File: config.mk
export PLATFORM = sky130hd
export DESIGN_NAME = ser_tx_ctrl
export DESIGN_NICKNAME = d
export VERILOG_FILES = /design/src/rtl/ser_tx_ctrl.sv
export SDC_FILE = /design/constraint.sdc
export NUM_CORES = 1
export LEC_CHECK = 0
export ABC_AREA = 1
export CELL_PAD_IN_SITES_DETAIL_PLACEMENT = 0
export CELL_PAD_IN_SITES_GLOBAL_PLACEMENT = 2
export CORE_MARGIN = 2
export CORE_UTILIZATION = 26
export CTS_BUF_LIST = sky130_fd_sc_hd__clkbuf_4 sky130_fd_sc_hd__clkbuf_8 sky130_fd_sc_hd__clkbuf_16
export CTS_CLUSTER_DIAMETER = 80
export DETAILED_ROUTE_END_ITERATION = 6
export PLACE_DENSITY_LB_ADDON = 0.1
export SYNTH_ARGS = -nofsm -noshare
export SYNTH_HDL_FRONTEND = slang
export SYNTH_SLANG_ARGS = --single-unit
File: constraint.sdc
create_clock -name clk -period 1.6 [get_ports clk]
set_input_delay 0.16 -clock clk [delete_from_list [all_inputs] [get_ports clk]]
set_output_delay 0.16 -clock clk [all_outputs]
set_load 0.03 [all_outputs]
File: src/rtl/ser_tx_ctrl.sv
`default_nettype none
`timescale 1ns/1ps
// ============================================================================
// Module   : ser_tx_ctrl
// Brief    : Async-serial frame sequencer driving a flex_pts_sr (LSB first).
//            Optional even parity bit enabled by macro SER_TX_PARITY_EN.
// Revision : 1.0  initial release
// ============================================================================
module ser_tx_ctrl #(
    parameter int DATA_BITS    = 8,
    parameter int CLKS_PER_BIT = 10,
`ifdef SER_TX_PARITY_EN
    localparam int FRAME_W     = DATA_BITS + 3
`else
    localparam int FRAME_W     = DATA_BITS + 2
`endif
) (
    input  logic                 clk,
    input  logic                 n_rst,
    input  logic [DATA_BITS-1:0] data_in,
    input  logic                 data_valid,
    output logic                 data_ready,
    output logic                 load_enable,
    output logic                 shift_enable,
    output logic [FRAME_W-1:0]   tx_word,
    output logic                 tx_busy,
    output logic                 frame_done
);

    localparam int BIT_W = $clog2(FRAME_W);
    localparam int CLK_W = $clog2(CLKS_PER_BIT);

    localparam logic [1:0]         c_IDLE      = 2'd0;
    localparam logic [1:0]         c_LOAD      = 2'd1;
    localparam logic [1:0]         c_BIT       = 2'd2;
    localparam logic [BIT_W-1:0]   c_BIT_LAST  = BIT_W'(FRAME_W - 1);
    localparam logic [CLK_W-1:0]   c_CLK_LAST  = CLK_W'(CLKS_PER_BIT - 1);
    localparam logic [FRAME_W-1:0] c_IDLE_WORD = {FRAME_W{1'b1}};

    logic [1:0]           r_state;
    logic [BIT_W-1:0]     r_bit_cnt;
    logic [CLK_W-1:0]     r_clk_cnt;
    logic [DATA_BITS-1:0] r_data_q;

    logic                 w_bit_end;
    logic                 w_stop_end;
    logic [FRAME_W-1:0]   w_frame;

    assign w_bit_end  = (r_state == c_BIT) && (r_clk_cnt == c_CLK_LAST);
    assign w_stop_end = w_bit_end && (r_bit_cnt == c_BIT_LAST);

`ifdef SER_TX_PARITY_EN
    assign w_frame = {1'b1, ^r_data_q, r_data_q, 1'b0};
`else
    assign w_frame = {1'b1, r_data_q, 1'b0};
`endif

    // Stop-bit end reloads all ones so the line idles high after the PTS
    // register has shifted zeros in from the top.
    assign data_ready   = (r_state == c_IDLE);
    assign tx_busy      = (r_state != c_IDLE);
    assign load_enable  = (r_state == c_LOAD) || w_stop_end;
    assign shift_enable = w_bit_end && !w_stop_end;
    assign frame_done   = w_stop_end;
    assign tx_word      = (r_state == c_LOAD) ? w_frame : c_IDLE_WORD;

    always_ff @(posedge clk or negedge n_rst) begin
        if (!n_rst) begin
            r_state   <= c_IDLE;
            r_bit_cnt <= '0;
            r_clk_cnt <= '0;
            r_data_q  <= '0;
        end else begin
            case (r_state)
                c_IDLE: begin
                    if (data_valid) begin
                        r_data_q <= data_in;
                        r_state  <= c_LOAD;
                    end
                end
                c_LOAD: begin
                    r_state   <= c_BIT;
                    r_bit_cnt <= '0;
                    r_clk_cnt <= '0;
                end
                c_BIT: begin
                    if (r_clk_cnt == c_CLK_LAST) begin
                        r_clk_cnt <= '0;
                        if (r_bit_cnt == c_BIT_LAST) begin
                            r_bit_cnt <= '0;
                            r_state   <= c_IDLE;
                        end else begin
                            r_bit_cnt <= r_bit_cnt + BIT_W'(1);
                        end
                    end else begin
                        r_clk_cnt <= r_clk_cnt + CLK_W'(1);
                    end
                end
                default: begin
                    r_state   <= c_IDLE;
                    r_bit_cnt <= '0;
                    r_clk_cnt <= '0;
                end
            endcase
        end
    end

endmodule
`default_nettype wire

==> results of run 1 <==
## synthesized netlist by cell type
cell type,instances
sky130_fd_sc_hd__nand4_1,2
sky130_fd_sc_hd__or2_1,9
sky130_fd_sc_hd__xor2_1,1
sky130_fd_sc_hd__nand2_1,43
sky130_fd_sc_hd__or2_2,1
sky130_fd_sc_hd__nor2_4,1
sky130_fd_sc_hd__inv_1,10
sky130_fd_sc_hd__nand2_2,1
sky130_fd_sc_hd__nand3_1,7
sky130_fd_sc_hd__nor2_1,2
sky130_fd_sc_hd__buf_4,1
sky130_fd_sc_hd__o21ai_1,1
sky130_fd_sc_hd__dfrtp_1,18
sky130_fd_sc_hd__conb_1,1
sky130_fd_sc_hd__nor3_2,1
sky130_fd_sc_hd__nor2_2,2
sky130_fd_sc_hd__o22ai_1,1
sky130_fd_sc_hd__o21ai_0,5
sky130_fd_sc_hd__ha_1,2
sky130_fd_sc_hd__nand4_2,1
sky130_fd_sc_hd__inv_2,4
## area by class of cell
class	count	share of cell area [%]
well taps	46	4.11
repair buffers	41	24.1
inverters	14	3.93
multi-input cells	81	33.1
clock buffers	4	2.59
flip-flops and latches	18	32.2
## how the worst max path moves through the flow
stage,from,to,slack (ns),cells after the start
after floorplan,r_bit_cnt[1],load_enable,0.06,5
after global placement,r_state[1],tx_word[4],0.0006,4
after detailed placement,r_state[1],tx_word[7],-0.006,4
after CTS,r_state[0],load_enable,-0.09,6
after global routing,r_state[1],load_enable,-0.11,7
final,r_state[0],load_enable,-0.03,6
## metrics by stage
step / worst slack [ns] / cells / hold slack (ns) / cell area, um2 / utilization (%)
floorplan: 0.0628 / 114 / -0.136 / 925 / -
global placement: 0.000638 / 191 / 0.455 / 1270 / 37.7
detailed placement: -0.00646 / 191 / 0.457 / 1270 / 37.7
CTS: -0.0895 / 198 / 0.181 / 1310 / 38.8
global route: -0.108 / 204 / 0.191 / 1400 / 41.6
finish: -0.0310 / 204 / 0.180 / 1400 / 41.6
## critical path, cell delays in order (launching register included)
cell                      delay (ns)
sky130_fd_sc_hd__dfrtp_1        0.40
sky130_fd_sc_hd__buf_6          0.13
sky130_fd_sc_hd__nor2_4         0.13
sky130_fd_sc_hd__inv_2          0.07
sky130_fd_sc_hd__nor3_4         0.18
sky130_fd_sc_hd__or2_4          0.15
sky130_fd_sc_hd__buf_6          0.12
## flip-flops by register name, summed over array words and instances (netlist names)
name       flops
r_clk_cnt      4
r_data_q       8
r_state        2
r_bit_cnt      4
## timing repair
item	in CTS	in global routing
pin swaps	5	5
setup buffers	3	6
resized for setup	45	17
endpoints found under the setup margin	14	14
## metal layers
metal,vias up,track usage [%],wire [um]
met5,-,0,0
met4,0,2.45,19
met3,2,3.75,113
met2,17,17.1,1070
met1,381,15.3,1030
li1,438,-,-
## kinds of logic after synthesis
logic type / Yosys count / synth area share (%)
AO/OA/AOI/OAI: 7 / 3.96
AND/OR/NAND/NOR: 70 / 36.2
other: 1 / 0.409
XOR/XNOR: 1 / 0.956
flip-flops: 18 / 49.2
buffers and inverters: 15 / 6.56
adder cells (fa/ha/maj): 2 / 2.73
## report_power, final
| group | internal, W | leakage, nW | switching (W) | total (W) |
|---|---|---|---|---|
| registers | 0.000570 | 0.223 | 0.000102 | 0.000672 |
| clock network | 0.000139 | 0.0210 | 0.000144 | 0.000282 |
| logic | 0.000207 | 0.435 | 0.000245 | 0.000452 |
==> run_results.csv, run 1 <==
group,metric,value,unit
detailed_routing,route.detailed.vias_per_inst,4.11,
cells_and_area,drive_above_1_share,32.3,%
cells_and_area,final_nets,172,
timing,finalCritPeriodShare,102,%
timing,total_negative_slack,-0.0561,ns
die,core-area,0.00336,mm2
cells_and_area,area_growth,52.9,%
logic_synthesis,synth-seq-area-share,49.2,%
power_and_ir_drop,leakage,0.679,nW
timing,finalSetupViolations,3,
worst_setup_path,critical_path_class,"reg -> out",
timing,period_needed,1.63,ns
logic_synthesis,biggest_area_consumer_among_synthesized_cells,"sky130_fd_sc_hd__dfrtp_1",
worst_setup_path,r2r-start,"r_state[1]",
timing,rsz0062_at_grt,"yes",
worst_setup_path,worstPathMaxFanout,3,
cells_and_area,layout_commonest_cell,"sky130_fd_sc_hd__nand2_1",
cts,ctsHoldBuffers,0,
worst_setup_path,timing.reg2reg.setup_slack,0.24,ns
die,io_pins,26,
grt,overflow,0,
detailed_routing,drc_violation_count_after_routing,0,
timing,max_clock_freq,0.613,GHz
flow_run,cap_violations,0,
die,row_count,21,
timing,skew,0.00516,ns
outcome,failed_checks,"negative setup slack",
outcome,outcome,"finished, violations left",
cts,cts.reportedPaths.clkPinSlew,0.11,ns
logic_synthesis,syn_avg_cell_area,8.03,um2
timing,final_critical_path_setup_slack,-0.0310,ns
die,area_enclosed_by_the_die_boundary,0.00401,mm2
power_and_ir_drop,power_density,1000,mW/mm2
die,die_width,63.4,um
grt,antenna_found_initial,0,
logic_synthesis,synth_top_cells_by_area,"sky130_fd_sc_hd__dfrtp_1, sky130_fd_sc_hd__nand2_1, sky130_fd_sc_hd__or2_1",
power_and_ir_drop,total_power,0.00141,W
worst_setup_path,capture_point_of_the_worst_reg_to_reg_path,"r_data_q[0]",
logic_synthesis,yosys_warnings,0,
power_and_ir_drop,vdd_drop_max,415,uV
logic_synthesis,synthDominantCellAreaShare,49.2,%
worst_setup_path,start_kind,"flip-flop",
logic_synthesis,nets_in_the_synthesized_netlist,127,
logic_synthesis,synth.ff_latch_count,18,
cts,cts.sink_count,18,
grt,grt_usage,11.2,%
detailed_routing,via_count,838,
worst_setup_path,worst_setup_path_end_kind,"primary output",
die,die_h,63.4,um
cells_and_area,filler_cell_count,373,
cts,cts-root-buf,"sky130_fd_sc_hd__clkbuf_4",
die,start_util,27.2,%
grt,grt_max_degree,19,
placement,io_buffers,24,
detailed_routing,drc_marker_count_from_the_first_detailed_route_iteration,28,
cts,level_count_of_the_clock_h_tree,1,
cells_and_area,area_of_the_multi_input_gates,463,um2
detailed_routing,detailedRoute.firstPassIterationCount,4,
placement,dpl.hpwl,1.58,mm
worst_setup_path,crit_required,1.44,ns
logic_synthesis,combined_area_of_all_synthesized_cells,916,um2
worst_setup_path,arrival,1.47,ns
min_path,timing.hold.worst.class,"in -> async",
logic_synthesis,postSynthCellCount,114,
cells_and_area,layout.area.seq,450,um2
grt,grt_pass1_vias,749,
timing,drv_slew,0,
detailed_routing,avgRoutedWirePerCell,10.9,um
grt,grt_pass1_wl,3.52,mm
detailed_routing,drt.antenna.violating_nets,0,
cells_and_area,mostFrequentLayoutCells,"sky130_fd_sc_hd__nand2_1, sky130_fd_sc_hd__dfrtp_1, sky130_fd_sc_hd__buf_4",
logic_synthesis,post_synth_num_cell_types,21,
placement,place.gp.congestion,0.712,
cts,ctsLongestPathBuffers,2,
cts,clock_tree_from_tritoncts,"done",
timing,timing_hold_violations_final,0,
cells_and_area,antenna-diode-count,0,
cts,numCtsBuffers,3,
worst_setup_path,r2r_cells,7,
detailed_routing,drt-total-wl,2.23,mm
cts,clock_insertion_delay_worst_skew,0.29,ns
Power figures use the tool's default switching activity.
==> inputs of run 2 (changes only) <==
--- a/config.mk
+++ b/config.mk
@@ -11,7 +11,7 @@
 export CORE_MARGIN = 2
 export CORE_UTILIZATION = 26
 export CTS_BUF_LIST = sky130_fd_sc_hd__clkbuf_4 sky130_fd_sc_hd__clkbuf_8 sky130_fd_sc_hd__clkbuf_16
-export CTS_CLUSTER_DIAMETER = 80
+export CTS_CLUSTER_DIAMETER = 40
 export DETAILED_ROUTE_END_ITERATION = 6
 export PLACE_DENSITY_LB_ADDON = 0.1
 export SYNTH_ARGS = -nofsm -noshare
==> results of run 2 <==
No change in the layout: final DEF, timing and power equal those of run 1.
